==> src/rtl/layer_compositor_if.sv <==
// Pixel-stream bundle between a layer source (master) and the compositor (slave).
//   startOfFrame   : one-cycle pulse on the first pixel of a frame
//   layerDR        : per-layer drawing request
//   layerRGB       : per-layer colour, layer i at [i*COLOR_W +: COLOR_W]
//   layerEnable    : static per-layer enable mask
//   blinkMask      : layers that follow the blink phase
//   blinkPeriod    : frames per blink half-phase, 0 = no blinking
//   backGroundRGB  : colour shown when no layer wins
//   RGBOut         : composited pixel
//   topLayer       : winning layer index, NUM_LAYERS for background
//   collisionFlags : per-frame overlap of the player layer with every other layer
interface layer_compositor_if #(
    parameter int NUM_LAYERS = 12,
    parameter int COLOR_W    = 8,
    parameter int BLINK_W    = 6
);
    localparam int TL_W = $clog2(NUM_LAYERS + 1);

    logic                          startOfFrame;
    logic [NUM_LAYERS-1:0]         layerDR;
    logic [NUM_LAYERS*COLOR_W-1:0] layerRGB;
    logic [NUM_LAYERS-1:0]         layerEnable;
    logic [NUM_LAYERS-1:0]         blinkMask;
    logic [BLINK_W-1:0]            blinkPeriod;
    logic [COLOR_W-1:0]            backGroundRGB;
    logic [COLOR_W-1:0]            RGBOut;
    logic [TL_W-1:0]               topLayer;
    logic [NUM_LAYERS-1:0]         collisionFlags;

    modport master (
        output startOfFrame, layerDR, layerRGB, layerEnable, blinkMask,
               blinkPeriod, backGroundRGB,
        input  RGBOut, topLayer, collisionFlags
    );

    modport slave (
        input  startOfFrame, layerDR, layerRGB, layerEnable, blinkMask,
               blinkPeriod, backGroundRGB,
        output RGBOut, topLayer, collisionFlags
    );
endinterface

==> src/rtl/layer_compositor.sv <==
// Priority layer compositor with blinking and player-collision tracking.
// Two-stage pipeline: stage 1 registers the qualified-active vector plus all
// colours, stage 2 picks the lowest-index active layer. Latency 2, 1 pixel/clk.
// Ports:
//   clk   : system clock, rising edge
//   reset : synchronous, active-high
//   bus   : layer_compositor_if.slave (pixel inputs, composited outputs)
module layer_compositor #(
    parameter int                 NUM_LAYERS   = 12,
    parameter int                 COLOR_W      = 8,
    parameter logic [COLOR_W-1:0] TRANSPARENT  = COLOR_W'(8'hFF),
    parameter int                 PLAYER_LAYER = 5,
    parameter int                 BLINK_W      = 6
) (
    input logic               clk,
    input logic               reset,
    layer_compositor_if.slave bus
);
    localparam int              TL_W     = $clog2(NUM_LAYERS + 1);
    localparam logic [TL_W-1:0] TOP_NONE = TL_W'(NUM_LAYERS);

    generate
        if (NUM_LAYERS < 2 || PLAYER_LAYER < 0 || PLAYER_LAYER >= NUM_LAYERS) begin : g_bad_params
            $error("layer_compositor: need NUM_LAYERS >= 2 and 0 <= PLAYER_LAYER < NUM_LAYERS");
        end
    endgenerate

    // stage 1
    logic [NUM_LAYERS-1:0]         active_d, active_q;
    logic [NUM_LAYERS*COLOR_W-1:0] rgb_d, rgb_q;
    logic [COLOR_W-1:0]            bg_d, bg_q;
    // stage 2
    logic [COLOR_W-1:0]            rgb_out_d, rgb_out_q;
    logic [TL_W-1:0]               top_layer_d, top_layer_q;
    // blink
    logic [BLINK_W-1:0]            blink_cnt_d, blink_cnt_q;
    logic                          blink_phase_d, blink_phase_q;
    // collision
    logic [NUM_LAYERS-1:0]         hit;
    logic [NUM_LAYERS-1:0]         coll_acc_d, coll_acc_q;
    logic [NUM_LAYERS-1:0]         coll_flags_d, coll_flags_q;

    always_comb begin
        active_d = '0;
        for (int i = 0; i < NUM_LAYERS; i++) begin
            active_d[i] = bus.layerDR[i]
                       && bus.layerEnable[i]
                       && (bus.layerRGB[i*COLOR_W +: COLOR_W] != TRANSPARENT)
                       && !(bus.blinkMask[i] && blink_phase_q);
        end
        rgb_d = bus.layerRGB;
        bg_d  = bus.backGroundRGB;
    end

    // Scan from the highest index down so the lowest active index is the last write.
    always_comb begin
        rgb_out_d   = bg_q;
        top_layer_d = TOP_NONE;
        for (int i = NUM_LAYERS - 1; i >= 0; i--) begin
            if (active_q[i]) begin
                rgb_out_d   = rgb_q[i*COLOR_W +: COLOR_W];
                top_layer_d = TL_W'(i);
            end
        end
    end

    // The ">=" compare lets a counter that is already past a newly shortened
    // period wrap on the very next frame instead of running round the full width.
    always_comb begin
        blink_cnt_d   = blink_cnt_q;
        blink_phase_d = blink_phase_q;
        if (bus.blinkPeriod == '0) begin
            blink_cnt_d   = '0;
            blink_phase_d = 1'b0;
        end else if (bus.startOfFrame) begin
            if (blink_cnt_q >= (bus.blinkPeriod - BLINK_W'(1))) begin
                blink_cnt_d   = '0;
                blink_phase_d = ~blink_phase_q;
            end else begin
                blink_cnt_d = blink_cnt_q + BLINK_W'(1);
            end
        end
    end

    // A hit seen on the capture cycle goes straight into the captured flags and
    // the accumulator restarts empty, so it never leaks into the next frame.
    always_comb begin
        hit = '0;
        if (active_q[PLAYER_LAYER]) begin
            hit = active_q;
        end
        hit[PLAYER_LAYER] = 1'b0;

        coll_acc_d   = coll_acc_q | hit;
        coll_flags_d = coll_flags_q;
        if (bus.startOfFrame) begin
            coll_flags_d = coll_acc_q | hit;
            coll_acc_d   = '0;
        end
    end

    always_ff @(posedge clk) begin
        if (reset) begin
            active_q      <= '0;
            rgb_q         <= '0;
            bg_q          <= '0;
            rgb_out_q     <= '0;
            top_layer_q   <= TOP_NONE;
            blink_cnt_q   <= '0;
            blink_phase_q <= 1'b0;
            coll_acc_q    <= '0;
            coll_flags_q  <= '0;
        end else begin
            active_q      <= active_d;
            rgb_q         <= rgb_d;
            bg_q          <= bg_d;
            rgb_out_q     <= rgb_out_d;
            top_layer_q   <= top_layer_d;
            blink_cnt_q   <= blink_cnt_d;
            blink_phase_q <= blink_phase_d;
            coll_acc_q    <= coll_acc_d;
            coll_flags_q  <= coll_flags_d;
        end
    end

    assign bus.RGBOut         = rgb_out_q;
    assign bus.topLayer       = top_layer_q;
    assign bus.collisionFlags = coll_flags_q;

endmodule

==> src/flat_wrapper.sv <==
// flat-port wrapper written by rule: the top's interface ports become plain ports
module layer_compositor_flat 
#(
    parameter int                 NUM_LAYERS   = 12,
    parameter int                 COLOR_W      = 8,
    parameter logic [COLOR_W-1:0] TRANSPARENT  = COLOR_W'(8'hFF),
    parameter int                 PLAYER_LAYER = 5,
    parameter int                 BLINK_W      = 6
)
  (clk, reset, bus_startOfFrame, bus_layerDR, bus_layerRGB, bus_layerEnable, bus_blinkMask, bus_blinkPeriod, bus_backGroundRGB, bus_RGBOut, bus_topLayer, bus_collisionFlags);
  layer_compositor_if #(.NUM_LAYERS(NUM_LAYERS), .COLOR_W(COLOR_W), .BLINK_W(BLINK_W)) bus_i ();
  input logic clk;
  input logic reset;
  input wire logic [$bits(bus_i.startOfFrame)-1:0] bus_startOfFrame;
  input wire logic [$bits(bus_i.layerDR)-1:0] bus_layerDR;
  input wire logic [$bits(bus_i.layerRGB)-1:0] bus_layerRGB;
  input wire logic [$bits(bus_i.layerEnable)-1:0] bus_layerEnable;
  input wire logic [$bits(bus_i.blinkMask)-1:0] bus_blinkMask;
  input wire logic [$bits(bus_i.blinkPeriod)-1:0] bus_blinkPeriod;
  input wire logic [$bits(bus_i.backGroundRGB)-1:0] bus_backGroundRGB;
  output wire logic [$bits(bus_i.RGBOut)-1:0] bus_RGBOut;
  output wire logic [$bits(bus_i.topLayer)-1:0] bus_topLayer;
  output wire logic [$bits(bus_i.collisionFlags)-1:0] bus_collisionFlags;
  assign bus_i.startOfFrame = bus_startOfFrame;
  assign bus_i.layerDR = bus_layerDR;
  assign bus_i.layerRGB = bus_layerRGB;
  assign bus_i.layerEnable = bus_layerEnable;
  assign bus_i.blinkMask = bus_blinkMask;
  assign bus_i.blinkPeriod = bus_blinkPeriod;
  assign bus_i.backGroundRGB = bus_backGroundRGB;
  assign bus_RGBOut = bus_i.RGBOut;
  assign bus_topLayer = bus_i.topLayer;
  assign bus_collisionFlags = bus_i.collisionFlags;
  layer_compositor #(.NUM_LAYERS(NUM_LAYERS), .COLOR_W(COLOR_W), .TRANSPARENT(TRANSPARENT), .PLAYER_LAYER(PLAYER_LAYER), .BLINK_W(BLINK_W)) u_core (.clk(clk), .reset(reset), .bus(bus_i));
endmodule
==> config.mk <==
export PLATFORM = sky130hd
export DESIGN_NAME = layer_compositor_flat
export DESIGN_NICKNAME = d
export VERILOG_FILES = /design/src/rtl/layer_compositor_if.sv /design/src/rtl/layer_compositor.sv /design/src/flat_wrapper.sv
export SDC_FILE = /design/constraint.sdc
export NUM_CORES = 1
export LEC_CHECK = 0
export CORE_ASPECT_RATIO = 1.5
export CORE_MARGIN = 1.5
export CORE_UTILIZATION = 50
export CTS_CLUSTER_DIAMETER = 80
export DETAILED_ROUTE_END_ITERATION = 8
export HOLD_SLACK_MARGIN = 0.06
export MAX_ROUTING_LAYER = met4
export PLACE_DENSITY = 0.84
export SLEW_MARGIN = 0
export SYNTH_ARGS = -nofsm -noshare
export SYNTH_HDL_FRONTEND = slang
export SYNTH_SLANG_ARGS = --single-unit
export TNS_END_PERCENT = 50
==> constraint.sdc <==
create_clock -name clk -period 6.4 [get_ports clk]
set_clock_uncertainty 0.1 [all_clocks]
set_input_delay 1.28 -clock clk [delete_from_list [all_inputs] [get_ports clk]]
set_output_delay 1.28 -clock clk [all_outputs]
set_load 0.005 [all_outputs]
==> results_dict.tcl, run 1 <==
set metrics [dict create \
    ant_nets 0 \
    synth-seq-cells 157 \
    dpl.hpwl_um 11980 \
    hold_path.class "reg2reg" \
    clk_latency_ns 0.42 \
    wl_per_cell_um 17.70 \
    root_buffer "clkbuf_16" \
    port_buffers 171 \
    crit_arrival_ns 3.83 \
    clock.fmax_mhz 280.8 \
    final_core_util 0.7156 \
    dp_slack_ns 2.480 \
    path_delay_family "compound AO/OA/AOI/OAI gates" \
    rsz0062_at_grt "false" \
    die-width_um 90.96 \
    drtIter0Drc 238 \
    fp.coreArea_um2 11410 \
    status "finished, final reports clean" \
    final_hold_viol_count 0 \
    cts_max_path_buffers 2 \
    grt_pass1_vias 5223 \
    firstDrtPassIters 5 \
    grt_overflow 0 \
    yosysTopAreaCell "dfxtp_1" \
    maxCapViolCount 0 \
    worst-path-buf-inv 2 \
    drive_above_1_share 0.05188 \
    crit_path_frequent_cell "ha_1" \
    synth.cell_area_um2 5802 \
    routabilityCongestion 0.9876 \
    setup_viol 0 \
    cts-resized-gates 0 \
    synthArstFlopShare 0 \
    final_cell_area_um2 8165 \
    htreeDepth 4 \
    place_inst 889 \
    fin_crit_sh 0.5565 \
    max_slew_margin 0.3550 \
    ir_drop_v 0.0001848 \
    synthTopCellsByArea "dfxtp_1 54%, nor2b_1 12%, nor2_1 3.7%" \
    cts_sinks 157 \
    drc 0 \
    syn_nets 758 \
    min_period_ns 3.561 \
    seq_area_frac_synth 0.5417 \
    grt_pass1_wl_um 25160 \
    die_area_um2 12270 \
    num-nets-final 916 \
    die_h_um 134.9 \
    cts_setup_buffers 0 \
    grt_max_degree 73 \
    slowest_stage "a2111o_1" \
    final.setup.tns_ns 0 \
    cts_tree "built" \
    placementRows 48 \
    routed_via_density 5.549 \
    synth_edf_count 0 \
    placed_area_um2 7575 \
    cp_max_fo 7 \
    fin_hold_ws_ns 0.3626 \
    path_class "in2reg" \
    antenna_found_initial 0 \
    synth-main-ff-cell "dfxtp_1" \
    powerDensity_nw_per_um2 284.0 \
    avgSynthCellArea_um2 9.670 \
    pin_count 173 \
    path_cells "clkdlybuf4s50_1 -> inv_1 -> ha_1 -> nand2_1 -> xor2_1 -> ha_1 -> and3_1 -> a2111o_1 -> nor4_2 -> a211o_1" \
    clk_pin_slew_ns 0.06 \
    ys_types 47 \
    synth.top_cell.area_share 0.5417 \
    cts_made_buffers 17 \
    maxSlewViolCount 0 \
    area_delta_synth_final_pct 40.74 \
    initial_core_util 0.5084 \
    max_stage_delay_ns 0.52 \
    stdcell_count 921 \
    fin_ws_ns 2.839 \
    critPathRequiredTime_ns 6.66 \
    leakagePower_nw 3.060 \
    worst_pin_slew_ns 0.9645 \
    fillers 827 \
    end_kind "register" \
    grt_usage 0.2749 \
    vias 5111 \
    diodes 0 \
    power_mw 2.319 \
    netlist_instances 600 \
    yosysWarnings 0 \
    startpoint_type "input port" \
    cts_hold_buf 0 \
    wl_um 16310 \
]
## registers in the layout (all words and copies together), names as in the netlist
signal / cells
u_core.bus.RGBOut: 8
u_core.bus.collisionFlags: 11
u_core.bg_q: 8
u_core.blink_phase_q: 1
u_core.blink_cnt_q: 6
u_core.bus.topLayer: 4
u_core.coll_acc_q: 11
u_core.active_q: 12
u_core.rgb_q: 96
## worst min-delay path, cell delays in order (launching register included)
cell and delay [ns]:
dfxtp_1 0.29, nand2_1 0.05, o32ai_1 0.07
## placed cells by master, fill, tap and decap left out, drive strengths merged, types with 3 or more instances in the layout
cell / netlist / layout
clkdlybuf4s50: 0 / 170
dfxtp: 157 / 157
nor2b: 111 / 111
nor2: 57 / 57
a21oi: 27 / 27
nand2: 26 / 26
nand4: 24 / 24
clkbuf: 28 / 19
a2111oi: 18 / 18
o21ai: 14 / 14
a211oi: 12 / 12
inv: 10 / 10
o22ai: 9 / 9
ha: 9 / 9
o221ai: 8 / 8
a221o: 8 / 8
a221oi: 7 / 7
clkinv: 0 / 7
nor3: 6 / 6
nand2b: 6 / 6
and2: 6 / 6
nor3b: 6 / 6
nand3: 5 / 5
or2: 5 / 5
o32ai: 5 / 5
xnor2: 3 / 3
a21o: 3 / 3
o31ai: 3 / 3
clkinvlp: 0 / 3
bufinv: 0 / 3
## power breakdown
part	switching, mW	total (mW)	internal (mW)	leakage, nW
Combinational	0.112	0.270	0.158	1.47
Clock	0.373	0.990	0.617	0.288
Sequential	0.0297	1.06	1.03	1.30
## worst paths after layout
check                                              to  cells past startpoint                start  slack (ns)
worst min-delay path             u_core.bus.RGBOut[1]                      2      u_core.rgb_q[1]        0.36
worst min register to register   u_core.bus.RGBOut[1]                      2      u_core.rgb_q[1]        0.36
worst max register to register   u_core.bus.RGBOut[2]                      5  u_core.active_q[10]        3.70
worst max-delay path            u_core.blink_cnt_q[4]                     10   bus_blinkPeriod[0]        2.84
## cell usage after synthesis (all sizes together), types with 2 or more instances
| library cell | count |
|---|---|
| nor3b | 6 |
| nor3 | 6 |
| dfxtp | 157 |
| nand4 | 24 |
| a22oi | 2 |
| inv | 10 |
| nor2b | 111 |
| and2 | 6 |
| o32ai | 5 |
| a221oi | 7 |
| xnor2 | 3 |
| o221ai | 8 |
| buf | 5 |
| clkbuf | 28 |
| a2111oi | 18 |
| mux2i | 2 |
| o22ai | 9 |
| a211oi | 12 |
| or2 | 5 |
| nand2 | 26 |
| nor2 | 57 |
| a31oi | 2 |
| nor4 | 2 |
| nand3 | 5 |
| o21ai | 14 |
| ha | 9 |
| a21o | 3 |
| nand2b | 6 |
| a31o | 2 |
| o2bb2ai | 2 |
| a21oi | 27 |
| o31ai | 3 |
| a211o | 2 |
| a221o | 8 |
## layout make-up
type	count	area (µm²)	area share
clock buffers	19	442.9	0.05424
repair buffers	172	1717	0.2102
multi-input cells	400	2490	0.3049
inverters	10	37.54	0.004597
well taps	150	187.7	0.02298
flip-flops and latches	157	3143	0.3849
clock inverters	13	147.6	0.01808
## per-layer routing
layer,part of all wire,GRT usage
met3,0.051,0.06250
met2,0.55,0.5091
met5,0,-
met1,0.36,0.2652
met4,0.038,0.1354
## cell families (layout without fill, tap and decap cells)
kind of cell / Yosys count / in the layout / share of synthesized area
xor+xnor: 4 / 4 / 0.006039
compound gates: 126 / 126 / 0.1568
fa+ha+maj: 9 / 9 / 0.01941
simple gates: 258 / 258 / 0.2428
mux: 2 / 2 / 0.003451
other cells: 1 / 1 / 0.0006463
buf+inv: 43 / 214 / 0.02911
flops: 157 / 157 / 0.5417
Note: power is estimated with default switching activity, not from simulation.
==> inputs of run 2 (changes only) <==
--- a/config.mk
+++ b/config.mk
@@ -7,12 +7,12 @@
 export LEC_CHECK = 0
 export CORE_ASPECT_RATIO = 1.5
 export CORE_MARGIN = 1.5
-export CORE_UTILIZATION = 50
+export CORE_UTILIZATION = 47
 export CTS_CLUSTER_DIAMETER = 80
 export DETAILED_ROUTE_END_ITERATION = 8
 export HOLD_SLACK_MARGIN = 0.06
 export MAX_ROUTING_LAYER = met4
-export PLACE_DENSITY = 0.84
+export PLACE_DENSITY = 0.8
 export SLEW_MARGIN = 0
 export SYNTH_ARGS = -nofsm -noshare
 export SYNTH_HDL_FRONTEND = slang
==> constraint.sdc (replaced) <==
create_clock -name clk -period 3.6 [get_ports clk]
set_clock_uncertainty 0.1 [all_clocks]
set_input_delay 0.72 -clock clk [delete_from_list [all_inputs] [get_ports clk]]
set_output_delay 0.72 -clock clk [all_outputs]
set_load 0.005 [all_outputs]
==> results_dict.tcl, run 2 (synthesis gave the netlist of run 1 again) <==
set metrics [dict create \
    status "finished, final reports clean" \
    fin_ws_ns 0.5413 \
    antenna_found_initial 0 \
    initial_core_util 0.4828 \
    vias 5074 \
    reg_top3 "u_core.rgb_q: 96 flops, u_core.active_q: 12 flops" \
    drive_above_1_share 0.05304 \
    fillers 971 \
    path_class "in2reg" \
    routabilityCongestion 1.019 \
    ir_drop_v 0.0002761 \
    firstDrtPassIters 5 \
    routed_via_density 5.479 \
    largest_reg_flops 96 \
    diodes 0 \
    cts_setup_buffers 0 \
    placed_area_um2 7601 \
    grt_pass1_wl_um 25590 \
    pin_count 173 \
    worst-path-buf-inv 1 \
    final_cell_mix "170 x clkdlybuf4s50_1, 157 x dfxtp_1, 111 x nor2b_1" \
    final_core_util 0.6836 \
    root_buffer "clkbuf_16" \
    crit_arrival_ns 3.32 \
    max_stage_delay_ns 0.53 \
    worst_pin_slew_ns 0.7588 \
    final.setup.tns_ns 0 \
    num-nets-final 919 \
    end_kind "register" \
    die_area_um2 13030 \
    area_delta_synth_final_pct 41.58 \
    cts_sinks 157 \
    dp_slack_ns 0.1772 \
    path_cells "clkdlybuf4s50_1 -> nor3_1 -> nand3_1 -> xnor2_1 -> ha_1 -> and3_1 -> a2111o_1 -> nor4_1 -> a211o_1" \
    grt_usage 0.2648 \
    stdcell_count 926 \
    dpl.hpwl_um 12150 \
    setup_viol 0 \
    path_delay_family "simple AND/OR/NAND/NOR gates" \
    cts_tree "built" \
    cts_hold_buf 0 \
    clock.fmax_mhz 326.9 \
    min_period_ns 3.059 \
    cts_made_buffers 17 \
    critPathRequiredTime_ns 3.86 \
    hold_path.class "reg2reg" \
    final_hold_viol_count 0 \
    final_cell_area_um2 8214 \
    die-width_um 93.72 \
    top_register "u_core.rgb_q" \
    grt_pass1_vias 5249 \
    ant_nets 0 \
    startpoint_type "input port" \
    maxCapViolCount 0 \
    die_h_um 139.1 \
    wl_per_cell_um 17.65 \
    powerDensity_nw_per_um2 511.8 \
    grt_overflow 0 \
    cp_max_fo 7 \
    rsz0062_at_grt "false" \
    cts_max_path_buffers 2 \
    leakagePower_nw 3.079 \
    fp.coreArea_um2 12020 \
    place_inst 895 \
    mostFrequentLayoutCell "clkdlybuf4s50_1" \
    clk_pin_slew_ns 0.06 \
    cts-resized-gates 0 \
    maxSlewViolCount 0 \
    slowest_stage "a2111o_1" \
    htreeDepth 4 \
    max_slew_margin 0.4934 \
    drtIter0Drc 257 \
    drc 0 \
    clk_latency_ns 0.42 \
    port_buffers 171 \
    grt_max_degree 52 \
    placementRows 49 \
    fin_crit_sh 0.8496 \
    wl_um 16340 \
]
## run 2: cell count changes in the layout (fill, tap and decap cells not counted), sizes merged
cell / previous run / this run
clkinv: 7 / 3
buf: 2 / 5
bufinv: 3 / 4
clkbuf: 19 / 20
inv: 10 / 11
## run 2: per-stage QoR
| stage | hold WS [ns] | power (mW) |
|---|---|---|
| final | 0.3541 | 4.204 |
| after floorplan | 0.3244 | 2.097 |
| after global placement | 0.3413 | 2.380 |
| after CTS | 0.3562 | 4.209 |
| after detailed placement | 0.3417 | 2.393 |
| after global routing | 0.3903 | 4.337 |
## run 2: report_power, final
part	internal [mW]	total (mW)	switching [mW]	leakage, nW
registers	1.83	1.88	0.0495	1.30
clock network	1.17	1.84	0.670	0.292
logic	0.282	0.482	0.200	1.49
## run 2: worst paths after layout
path / to / startpoint / cells past startpoint / slack (ns)
max: u_core.blink_cnt_q[3] / bus_blinkPeriod[3] / 9 / 0.54
min: u_core.coll_acc_q[7] / u_core.coll_acc_q[7] / 2 / 0.35
max reg2reg: u_core.bus.RGBOut[0] / u_core.active_q[11] / 5 / 1.19
min reg2reg: u_core.coll_acc_q[7] / u_core.coll_acc_q[7] / 2 / 0.35
## run 2: area by class of cell
class | instances | area (µm²) | area share
multi-input cells | 400 | 2490 | 0.3031
flip-flops and latches | 157 | 3143 | 0.3826
well taps | 153 | 191.4 | 0.02331
clock buffers | 20 | 446.7 | 0.05438
inverters | 10 | 37.54 | 0.004570
clock inverters | 11 | 166.4 | 0.02026
repair buffers | 175 | 1739 | 0.2117
## run 2: layer usage
metal	share of wire	track usage
met1	0.36	0.2656
met5	0	-
met4	0.031	0.1123
met2	0.56	0.4897
met3	0.052	0.04660
## run 2: worst min-delay path: cells and delay by family (launching register included)
kind,cells,cell delay (ns)
AO/OA/AOI/OAI,1,0.05
flip-flops,1,0.30
AND/OR/NAND/NOR,1,0.07
==> inputs of run 3 (changes only) <==
==> constraint.sdc (replaced) <==
create_clock -name clk -period 3.1 [get_ports clk]
set_clock_uncertainty 0.1 [all_clocks]
set_input_delay 0.62 -clock clk [delete_from_list [all_inputs] [get_ports clk]]
set_output_delay 0.62 -clock clk [all_outputs]
set_load 0.005 [all_outputs]
==> results_dict.tcl, run 3 (synthesis gave the netlist of run 1 again) <==
set metrics [dict create \
    worst_pin_slew_ns 0.7792 \
    ant_nets 0 \
    largest_reg_flops 96 \
    area_delta_synth_final_pct 41.34 \
    cts_setup_buffers 0 \
    maxCapViolCount 0 \
    initial_core_util 0.4828 \
    cts_max_path_buffers 2 \
    wl_um 16430 \
    top_register "u_core.rgb_q" \
    grt_pass1_vias 5224 \
    grt_usage 0.2657 \
    drtIter0Drc 234 \
    wl_per_cell_um 17.71 \
    root_buffer "clkbuf_16" \
    crit_arrival_ns 3.13 \
    clk_latency_ns 0.42 \
    status "finished, final reports clean" \
    cts_made_buffers 17 \
    firstDrtPassIters 5 \
    num-nets-final 920 \
    drc 0 \
    hold_path.class "reg2reg" \
    vias 5096 \
    routabilityCongestion 1.003 \
    placementRows 49 \
    grt_overflow 0 \
    cp_max_fo 7 \
    path_cells "clkdlybuf4s50_1 -> nor3_1 -> nand3_1 -> xnor2_1 -> ha_1 -> and3_1 -> a2111o_1 -> nor4_1 -> a211o_1" \
    critPathRequiredTime_ns 3.36 \
    routed_via_density 5.491 \
    cts-resized-gates 0 \
    min_period_ns 2.862 \
    max_slew_margin 0.4798 \
    final_core_util 0.6824 \
    pin_count 173 \
    dp_slack_ns -0.1685 \
    cts_tree "built" \
    fp.coreArea_um2 12020 \
    maxSlewViolCount 0 \
    final_cell_mix "170 x clkdlybuf4s50_1, 157 x dfxtp_1, 111 x nor2b_1" \
    htreeDepth 4 \
    antenna_found_initial 0 \
    max_stage_delay_ns 0.53 \
    mostFrequentLayoutCell "clkdlybuf4s50_1" \
    end_kind "register" \
    die_area_um2 13030 \
    final.setup.tns_ns 0 \
    path_class "in2reg" \
    cts_hold_buf 0 \
    clock.fmax_mhz 349.4 \
    fin_crit_sh 0.9233 \
    slowest_stage "a2111o_1" \
    powerDensity_nw_per_um2 580.1 \
    clk_pin_slew_ns 0.06 \
    fillers 944 \
    port_buffers 171 \
    ir_drop_v 0.0003247 \
    diodes 0 \
    reg2reg_slack_ns 0.83 \
    die_h_um 139.1 \
    dpl.hpwl_um 12110 \
    fin_ws_ns 0.2379 \
    rsz0062_at_grt "false" \
    final_hold_viol_count 0 \
    grt_pass1_wl_um 25490 \
    drive_above_1_share 0.05419 \
    die-width_um 93.72 \
    cts_sinks 157 \
    startpoint_type "input port" \
    grt_max_degree 108 \
    setup_viol 0 \
    leakagePower_nw 3.061 \
    reg_top3 "u_core.rgb_q: 96 flops, u_core.active_q: 12 flops" \
]
-- run 3: cell types whose count changed in the layout (fill, tap and decap cells not counted), sizes merged --
| cell | change |
|---|---|
| inv | -1 |
| clkinvlp | +3 |
| clkbuf | +2 |
| buf | +1 |
| bufinv | -2 |
| clkinv | -1 |
-- run 3: final timing paths --
kind,from,to,cells past startpoint
setup reg to reg,u_core.active_q[8],u_core.bus.RGBOut[0],5
setup / recovery,bus_blinkPeriod[3],u_core.blink_cnt_q[3],9
hold reg to reg,u_core.coll_acc_q[3],u_core.coll_acc_q[3],2
hold / removal,u_core.coll_acc_q[3],u_core.coll_acc_q[3],2
-- run 3: where the power goes --
part           switching (mW)  internal [mW]  total (mW)
sequential             0.0551           2.13        2.18
clock                   0.787           1.22        2.01
combinational           0.236          0.329       0.565
-- run 3: through the flow --
stage | area (µm²) | hold slack, ns | total power [mW] | std cells
2_1_floorplan | 5802 | 0.3244 | 2.435 | 600
3_3_place_gp | 7621 | 0.3345 | 2.768 | 896
3_5_place_dp | 7621 | 0.3469 | 2.783 | 896
4_1_cts | 8200 | 0.3650 | 4.767 | 928
5_1_grt | 8200 | 0.3825 | 4.912 | 928
6_report | 8200 | 0.3623 | 4.757 | 928
-- run 3: critical path, delay by kind of cell --
kind            cells  cell delay, ns
compound gates      2            0.69
xor+xnor            1            0.15
fa+ha+maj           1            0.28
buf+inv             1            0.47
simple gates        4            0.90
-- run 3: cell type report --
class	count	area, µm²	share of cell area
Clock buffer	22	464.2	0.05661
Clock inverter	10	115.1	0.01404
Inverter	10	37.54	0.004577
Multi-Input combinational cell	400	2490	0.3036
Sequential cell	157	3143	0.3833
Tap cell	153	191.4	0.02334
Timing Repair Buffer	176	1759	0.2145
-- run 3: layer usage --
metal,share of wire,vias up,track usage
li1,-,2445,-
met1,0.36,2398,0.2615
met2,0.55,206,0.4920
met3,0.049,47,0.04715
met4,0.033,0,0.1225
met5,0,-,-
